==> src/rtl/uart_tx_arbiter.sv <==
// Round-robin arbiter that shares one uart_send transmitter between NUM_REQ byte producers.
// uart_send has no busy flag, so each frame (plus a guard gap) is timed locally before re-arbitrating.
module uart_tx_arbiter #(
  parameter int unsigned baudRate     = 115200,
  parameter int unsigned clkFreq      = 100000000,
  parameter int unsigned NUM_REQ      = 4,
  parameter int unsigned GUARD_CYCLES = 20
) (
  input  logic                   clk,
  input  logic                   rst,
  input  logic [NUM_REQ-1:0]     req,
  input  logic [8*NUM_REQ-1:0]   reqData,
  output logic [NUM_REQ-1:0]     grant,
  output logic [7:0]             data,
  output logic                   send_trigger,
  output logic                   busy
);

  localparam int unsigned BIT_CYCLES   = clkFreq / baudRate;
  localparam int unsigned FRAME_CYCLES = 10 * BIT_CYCLES + GUARD_CYCLES;
  localparam int unsigned CNT_W        = $clog2(FRAME_CYCLES);
  localparam int unsigned PTR_W        = $clog2(NUM_REQ);
  localparam logic [CNT_W-1:0] CNT_LAST = CNT_W'(FRAME_CYCLES - 1);
  localparam logic [PTR_W-1:0] PTR_LAST = PTR_W'(NUM_REQ - 1);

  typedef enum logic [1:0] {
    S_IDLE    = 2'd0,
    S_TRIGGER = 2'd1,
    S_WAIT    = 2'd2
  } state_e;

  state_e             state_q, state_d;
  logic [CNT_W-1:0]   cnt_q, cnt_d;
  logic [PTR_W-1:0]   rr_ptr_q, rr_ptr_d;
  logic [PTR_W-1:0]   win_q, win_d;
  logic [NUM_REQ-1:0] grant_q, grant_d;
  logic [7:0]         data_q, data_d;
  logic               send_trigger_q, send_trigger_d;
  logic               busy_q, busy_d;

  logic               found_c;
  logic [PTR_W-1:0]   win_c;
  logic [PTR_W-1:0]   cand_c;
  logic [7:0]         win_byte_c;
  int unsigned        idx_c;

  // First asserted request at or after the round-robin pointer, wrapping modulo NUM_REQ.
  always_comb begin
    found_c = 1'b0;
    win_c   = '0;
    cand_c  = '0;
    idx_c   = 0;
    for (int unsigned i = 0; i < NUM_REQ; i++) begin
      idx_c  = (32'(rr_ptr_q) + i) % NUM_REQ;
      cand_c = PTR_W'(idx_c);
      if (!found_c && req[cand_c]) begin
        found_c = 1'b1;
        win_c   = cand_c;
      end
    end
  end

  always_comb begin
    win_byte_c = 8'h00;
    for (int unsigned j = 0; j < NUM_REQ; j++) begin
      if (win_c == PTR_W'(j)) begin
        win_byte_c = reqData[8*j +: 8];
      end
    end
  end

  always_comb begin
    state_d        = state_q;
    cnt_d          = cnt_q;
    rr_ptr_d       = rr_ptr_q;
    win_d          = win_q;
    grant_d        = '0;
    data_d         = data_q;
    send_trigger_d = 1'b0;

    case (state_q)
      S_IDLE: begin
        if (found_c) begin
          win_d          = win_c;
          data_d         = win_byte_c;
          grant_d        = NUM_REQ'(1) << win_c;
          send_trigger_d = 1'b1;
          state_d        = S_TRIGGER;
        end
      end
      S_TRIGGER: begin
        cnt_d    = '0;
        rr_ptr_d = (win_q == PTR_LAST) ? '0 : win_q + PTR_W'(1);
        state_d  = S_WAIT;
      end
      S_WAIT: begin
        // Requests are ignored here; uart_send is still shifting the frame out.
        if (cnt_q == CNT_LAST) begin
          cnt_d   = '0;
          state_d = S_IDLE;
        end else begin
          cnt_d = cnt_q + CNT_W'(1);
        end
      end
      default: begin
        state_d = S_IDLE;
      end
    endcase

    busy_d = (state_d != S_IDLE);
  end

  always_ff @(posedge clk) begin
    if (rst) begin
      state_q        <= S_IDLE;
      cnt_q          <= '0;
      rr_ptr_q       <= '0;
      win_q          <= '0;
      grant_q        <= '0;
      data_q         <= 8'h00;
      send_trigger_q <= 1'b0;
      busy_q         <= 1'b0;
    end else begin
      state_q        <= state_d;
      cnt_q          <= cnt_d;
      rr_ptr_q       <= rr_ptr_d;
      win_q          <= win_d;
      grant_q        <= grant_d;
      data_q         <= data_d;
      send_trigger_q <= send_trigger_d;
      busy_q         <= busy_d;
    end
  end

  assign grant        = grant_q;
  assign data         = data_q;
  assign send_trigger = send_trigger_q;
  assign busy         = busy_q;

endmodule

==> config.mk <==
export PLATFORM = sky130hd
export DESIGN_NAME = uart_tx_arbiter
export DESIGN_NICKNAME = d
export VERILOG_FILES = /design/src/rtl/uart_tx_arbiter.sv
export SDC_FILE = /design/constraint.sdc
export NUM_CORES = 1
export LEC_CHECK = 0
export BUFFER_PORTS_ARGS = -buffer_cell sky130_fd_sc_hd__buf_2
export CAP_MARGIN = 20
export CORE_AREA = 2 2 62 64
export CTS_CLUSTER_SIZE = 24
export DETAILED_ROUTE_END_ITERATION = 12
export DIE_AREA = 0 0 64 66
export PLACE_DENSITY = 0.75
export SLEW_MARGIN = 20
export SYNTH_ARGS = -nofsm -noshare
export SYNTH_HDL_FRONTEND = slang
export SYNTH_SLANG_ARGS = --single-unit
==> constraint.sdc <==
create_clock -name clk -period 2.3 [get_ports clk]
set_input_delay 0.46 -clock clk [delete_from_list [all_inputs] [get_ports clk]]
set_output_delay 0.46 -clock clk [all_outputs]
set_load 0.005 [all_outputs]
# ---- Yosys cells after proc, flatten, opt, wreduce, memory -nomap -nowiden
# Cells that the tools add are included.
dict set report totals {
  regBits 34
  latchBits 0
  ramBits 0
  mem_bits_ro 0
  in_bits 38
  output_inout_bits 14
  word_cells 67
  mem_count 0
}
dict set report classes {
  add_sub_neg 5
  n_mul 0
  n_div 0
  n_lt_le_gt_ge 4
  eq_ne 7
  shifts 1
  n_mux 27
  n_bitwise 2
  reduce_logical 13
}
# op n
set op_table {}
lappend op_table {{8-bit two-way mux} 4}
lappend op_table {{14-bit case mux with 2 select lines} 1}
lappend op_table {{14-bit by 1-bit adder with 14-bit output (second input constant)} 1}
lappend op_table {{14-bit equality test (second input constant)} 1}
lappend op_table {{14-bit two-way mux} 1}
lappend op_table {{2-bit two-way mux} 7}
lappend op_table {{2-bit by 3-bit < comparator with 1-bit output (second input constant)} 4}
lappend op_table {{1-bit two-way mux} 9}
lappend op_table {{1-bit binary-select mux with 2-bit select} 4}
lappend op_table {{2-bit equality test (second input constant)} 4}
lappend op_table {{2-bit case mux with 3 select lines} 1}
lappend op_table {{2-bit by 1-bit adder with 2-bit output (second input constant)} 2}
lappend op_table {{2-bit adder (second input constant)} 2}
lappend op_table {{2-bit by 1-bit equality test with 1-bit output (second input constant)} 2}
lappend op_table {{2-bit logical NOT} 2}
lappend op_table {{2-bit nonzero test} 2}
lappend op_table {{1-bit by 2-bit left shift with 4-bit output (first input constant)} 1}
lappend op_table {{1-bit logical AND} 3}
lappend op_table {{1-bit logical NOT} 3}
lappend op_table {{3-bit OR reduction} 1}
lappend op_table {{1-bit NOT} 2}
lappend op_table {{2-bit AND reduction} 1}
lappend op_table {{2-bit OR reduction} 1}

# ---- Logic depth before layout (Yosys ltp)
dict set report logic_depth {
  depth_word 17
  depth_mapped 8
  mapped_depth_nobuf 7
}

# ---- Worst setup path before layout
# No wires, ideal clock.
dict set report synth_path {
  path_kind {register to register}
  from {reg state_q[1]}
  to {reg cnt_q[13]}
  arrival_ns 1.653
  required_ns 2.185
  setup_slack_ns 0.533
  stages_incl_launch_ff 9
  n_path_buf 1
  path_cell_list {dfxtp_1 inv_1 ha_1 buf_2 nand4_1 nor3_1 nand4_1 xor2_1 nor2_2}
}
dict set report synth_between {
  elab_chain_cells 2
  elab_cells_between_ends 4
  classes_between {2 x eq/ne; 1 x mux; 1 x reduce/logical}
}
# item line_no
set synth_rtl {}
lappend synth_rtl {{from (decl)} 32} ;# state_e state_q, state_d;
lappend synth_rtl {{from (signal assigned)} 124} ;# state_q <= state_d;
lappend synth_rtl {{2-bit equality test / 2-bit by 1-bit equality test with 1-bit output (equally long branches)} 81} ;# case (state_q)
lappend synth_rtl {{14-bit case mux with 2 select lines / 2-bit nonzero test (equally long branches)} -}
lappend synth_rtl {{to (signal assigned)} 125} ;# cnt_q <= cnt_d;
lappend synth_rtl {{to (decl)} 33} ;# logic [CNT_W-1:0] cnt_q, cnt_d;
# Parallel ways exist; a longest one is shown, timed or not.
# A chain may end at the register's enable or synchronous reset.

# ---- Worst setup path after layout
dict set report layout_path {
  from {reg state_q[0]}
  to {reg cnt_q[13]}
}
# The elaborated chain is that of the path after synthesis.

==> summary.md <==
| Metric | Value |
|---|---|
| Cts hold-fix bufs | 0 |
| Tcrit/Tclk final | around 84% |
| Final hold violation count | 0 |
| Initial antenna violation count | 0 |
| Core area | roughly 0.0036 mm2 |
| Number of core rows | 22 |
| Die ar. | 0.00422 mm2 |
| Synth Instances | 178 |
| Post-placement setup slack | 0.284 ns |
| Final wirelength | 3300 um |
| Hold crit path type | in -> reg |
| Slew Viols, Final | 0 |
| Starting Density | a little under half |
| Pwr dens | 981 mW/mm2 |
| Max-cap violations | 0 |
| Most frequent cell after synthesis | dfxtp_1 |
| Final net count | 277 |
| ANT cells | 0 |
| Setup ws final | 0.364 ns |
| GPL Wtd Cong | 0.800 |
| Max VDD drop | 0.000804 V |
| Post-synth top cells | dfxtp_1 (34), nand2_1 (22), mux2i_1 (21) |
| RSZ-0062 raised after global routing | no |
| Root Driver | clkbuf_4 |
| WP data arrival | 2.17 ns |
| CTS max path bufs | 2 |
| CTS resizes | 0 |
| Final setup fails | 0 |
| Area used by multi-input combinational logic | around 960 um2 |
| Synth top area share | 40.4% |
| Gr usage total | 16.2% |
| CP Launch Type | flop |
| Later-pin clock latency in the skew report | 0.34 ns |
| CTS tree | yes |
| Share of cells above drive strength 1 | around a third |
| Tmin final | 1.94 ns |
| Hpwl dp | ~2500 um |
| Post-route antenna net violation count | 0 |
| Post-synth EDFFs | 0 |
| Area contributors post-synth | dfxtp_1 (40%), mux2i_1 (12%), nand2_1 (4.9%) |
| Average routed wire per standard cell | 11.7 um |
| Clk_skew | 0.00822 ns |
| IO buf count | a little over 50 |
| Largest net degree at the start of global routing | 19 |
| Avg Inst Size Synth | ~9.5 um2 |
| FF+latch count, synth | 34 |
| Area after DPL | 0.00200 mm2 |
| Crit path kind | reg -> reg |
| I/O Pins | 52 |
| Initial drt markers | 49 |
| Setup Fix Bufs, Post-CTS | 0 |
| Rel. slew slack | between 70% and 80% |
| Final instance area | about 0.0021 mm2 |
| FILL cells | 328 |
| Main flop type after synthesis | dfxtp_1 |
| Status | finished clean |
| GRT overflow | 0 |
| Area grow syn2layout | 24.8% |
| Synth unique cells | 35 |
| YS warnings | 0 |
| Seq/Total Area, Yosys | 40.4% |
| Drt first pass iters | 4 |
| Vias | 1400 |
| Storage cell area | 681 um2 |
| First-pass GRT wire length | about 5400 um |
| Final core utilization | 59.3% |
| Number of vias per cell | 4.96 |
| Die X | ~64 um |
| Setup tns final | 0 ns |
| Pleak | around 0.90 nW |
| Synthesized net count | approximately 220 |
| CTS Buf Count | 5 |
| Synthesized area | about 0.0017 mm2 |
| CTS sink cnt | 34 |
| Vias in the first global route | 1277 |
| Worst slew pin tran | approximately 0.37 ns |
| Post-route DRC | 0 |
| CP endpoint kind | flop |
| Asr flop ratio synth | 0% |
| CTS H-tree lvls | 2 |
| Worst EP required | 2.54 ns |
| Crit path max fanout | 7 |
| Reg clk slew, reported paths | between 0.1 and 0.15 ns |
| Synth area leader | dfxtp_1 |
| F_max | approximately 520 MHz |
| Height of the die | 66 um |
==> placed cells by master, fill, tap and decap left out, drive strengths merged <==
cell type | synthesis | layout
buf | 5 | 54
dfxtp | 34 | 34
nor2 | 28 | 28
nand2 | 22 | 22
mux2i | 21 | 21
xor2 | 8 | 8
o221ai | 8 | 8
inv | 6 | 6
ha | 6 | 6
a21oi | 5 | 5
clkbuf | 1 | 5
nand4 | 4 | 4
xnor2 | 4 | 4
nand2b | 3 | 3
o21ai | 3 | 3
and3 | 2 | 2
a211oi | 2 | 2
bufinv | 0 | 2
or4 | 2 | 2
nand3 | 1 | 1
o41ai | 1 | 1
a21o | 1 | 1
nor3 | 1 | 1
o2bb2a | 1 | 1
and2 | 1 | 1
a311oi | 1 | 1
nor4 | 1 | 1
a31oi | 1 | 1
a32o | 1 | 1
or2 | 1 | 1
or3 | 1 | 1
o41a | 1 | 1
a2111oi | 1 | 1
clkinv | 0 | 1
==> logic make-up after synthesis <==
family	synth area share, %
flip-flops	40.4
XOR/XNOR	6.23
AND/OR/NAND/NOR	19.3
adder cells (fa/ha/maj)	4.45
multiplexers	12.5
buffers and inverters	3.93
AO/OA/AOI/OAI	13.3
==> state kept, by name, indices dropped and copies added (netlist names) <==
name and cells:
grant 4, cnt_q 14, win_q 2, send_trigger 1
busy 1, state_q 2, rr_ptr_q 2, data 8
==> worst paths after layout <==
kind,cells past startpoint,slack [ns],startpoint,end
max,8,0.36,state_q[0],cnt_q[13]
min reg2reg,2,0.48,data[5],data[5]
min,3,0.43,reqData[7],data[7]
max reg2reg,8,0.36,state_q[0],cnt_q[13]
==> layout make-up <==
cell class                 count  share of cell area, %
tap                           48                   2.85
clock inverter                 3                   3.27
clock buffer                   5                   1.78
multi-input combinational    132                   45.5
timing repair buffer          54                   13.2
sequential                    34                   32.3
inverter                       6                   1.07
==> routing by layer <==
metal	up-vias	global-route usage [%]	wire (um)
met5	-	0	0
met4	0	6.52	41
met3	5	4.09	105
met2	23	27.7	1670
met1	636	19.4	1480
li1	736	-	-
==> worst max-delay path: stages, from the launching register on <==
cell and delay [ns]:
dfxtp_1 0.40, inv_1 0.11, ha_1 0.45, nand4_1 0.21, nor3_1 0.19, buf_4 0.16
nand4_1 0.11, xor2_1 0.18, nor2_2 0.04
==> power breakdown <==
part | leakage [nW] | internal (W) | switching [W] | total (W)
sequential | 0.278 | 0.000715 | 0.0000783 | 0.000793
clock | 0.0554 | 0.000340 | 0.000209 | 0.000549
combinational | 0.566 | 0.000334 | 0.000389 | 0.000723
==> stage by stage <==
step                      hold slack (ns)  instances  total power (W)
after floorplan                     0.454        178          0.00134
after global routing                0.421        282          0.00220
after CTS                           0.418        282          0.00208
after global placement              0.441        274          0.00152
final                               0.431        282          0.00206
after detailed placement            0.445        274          0.00153
Power figures use the tool's default switching activity.
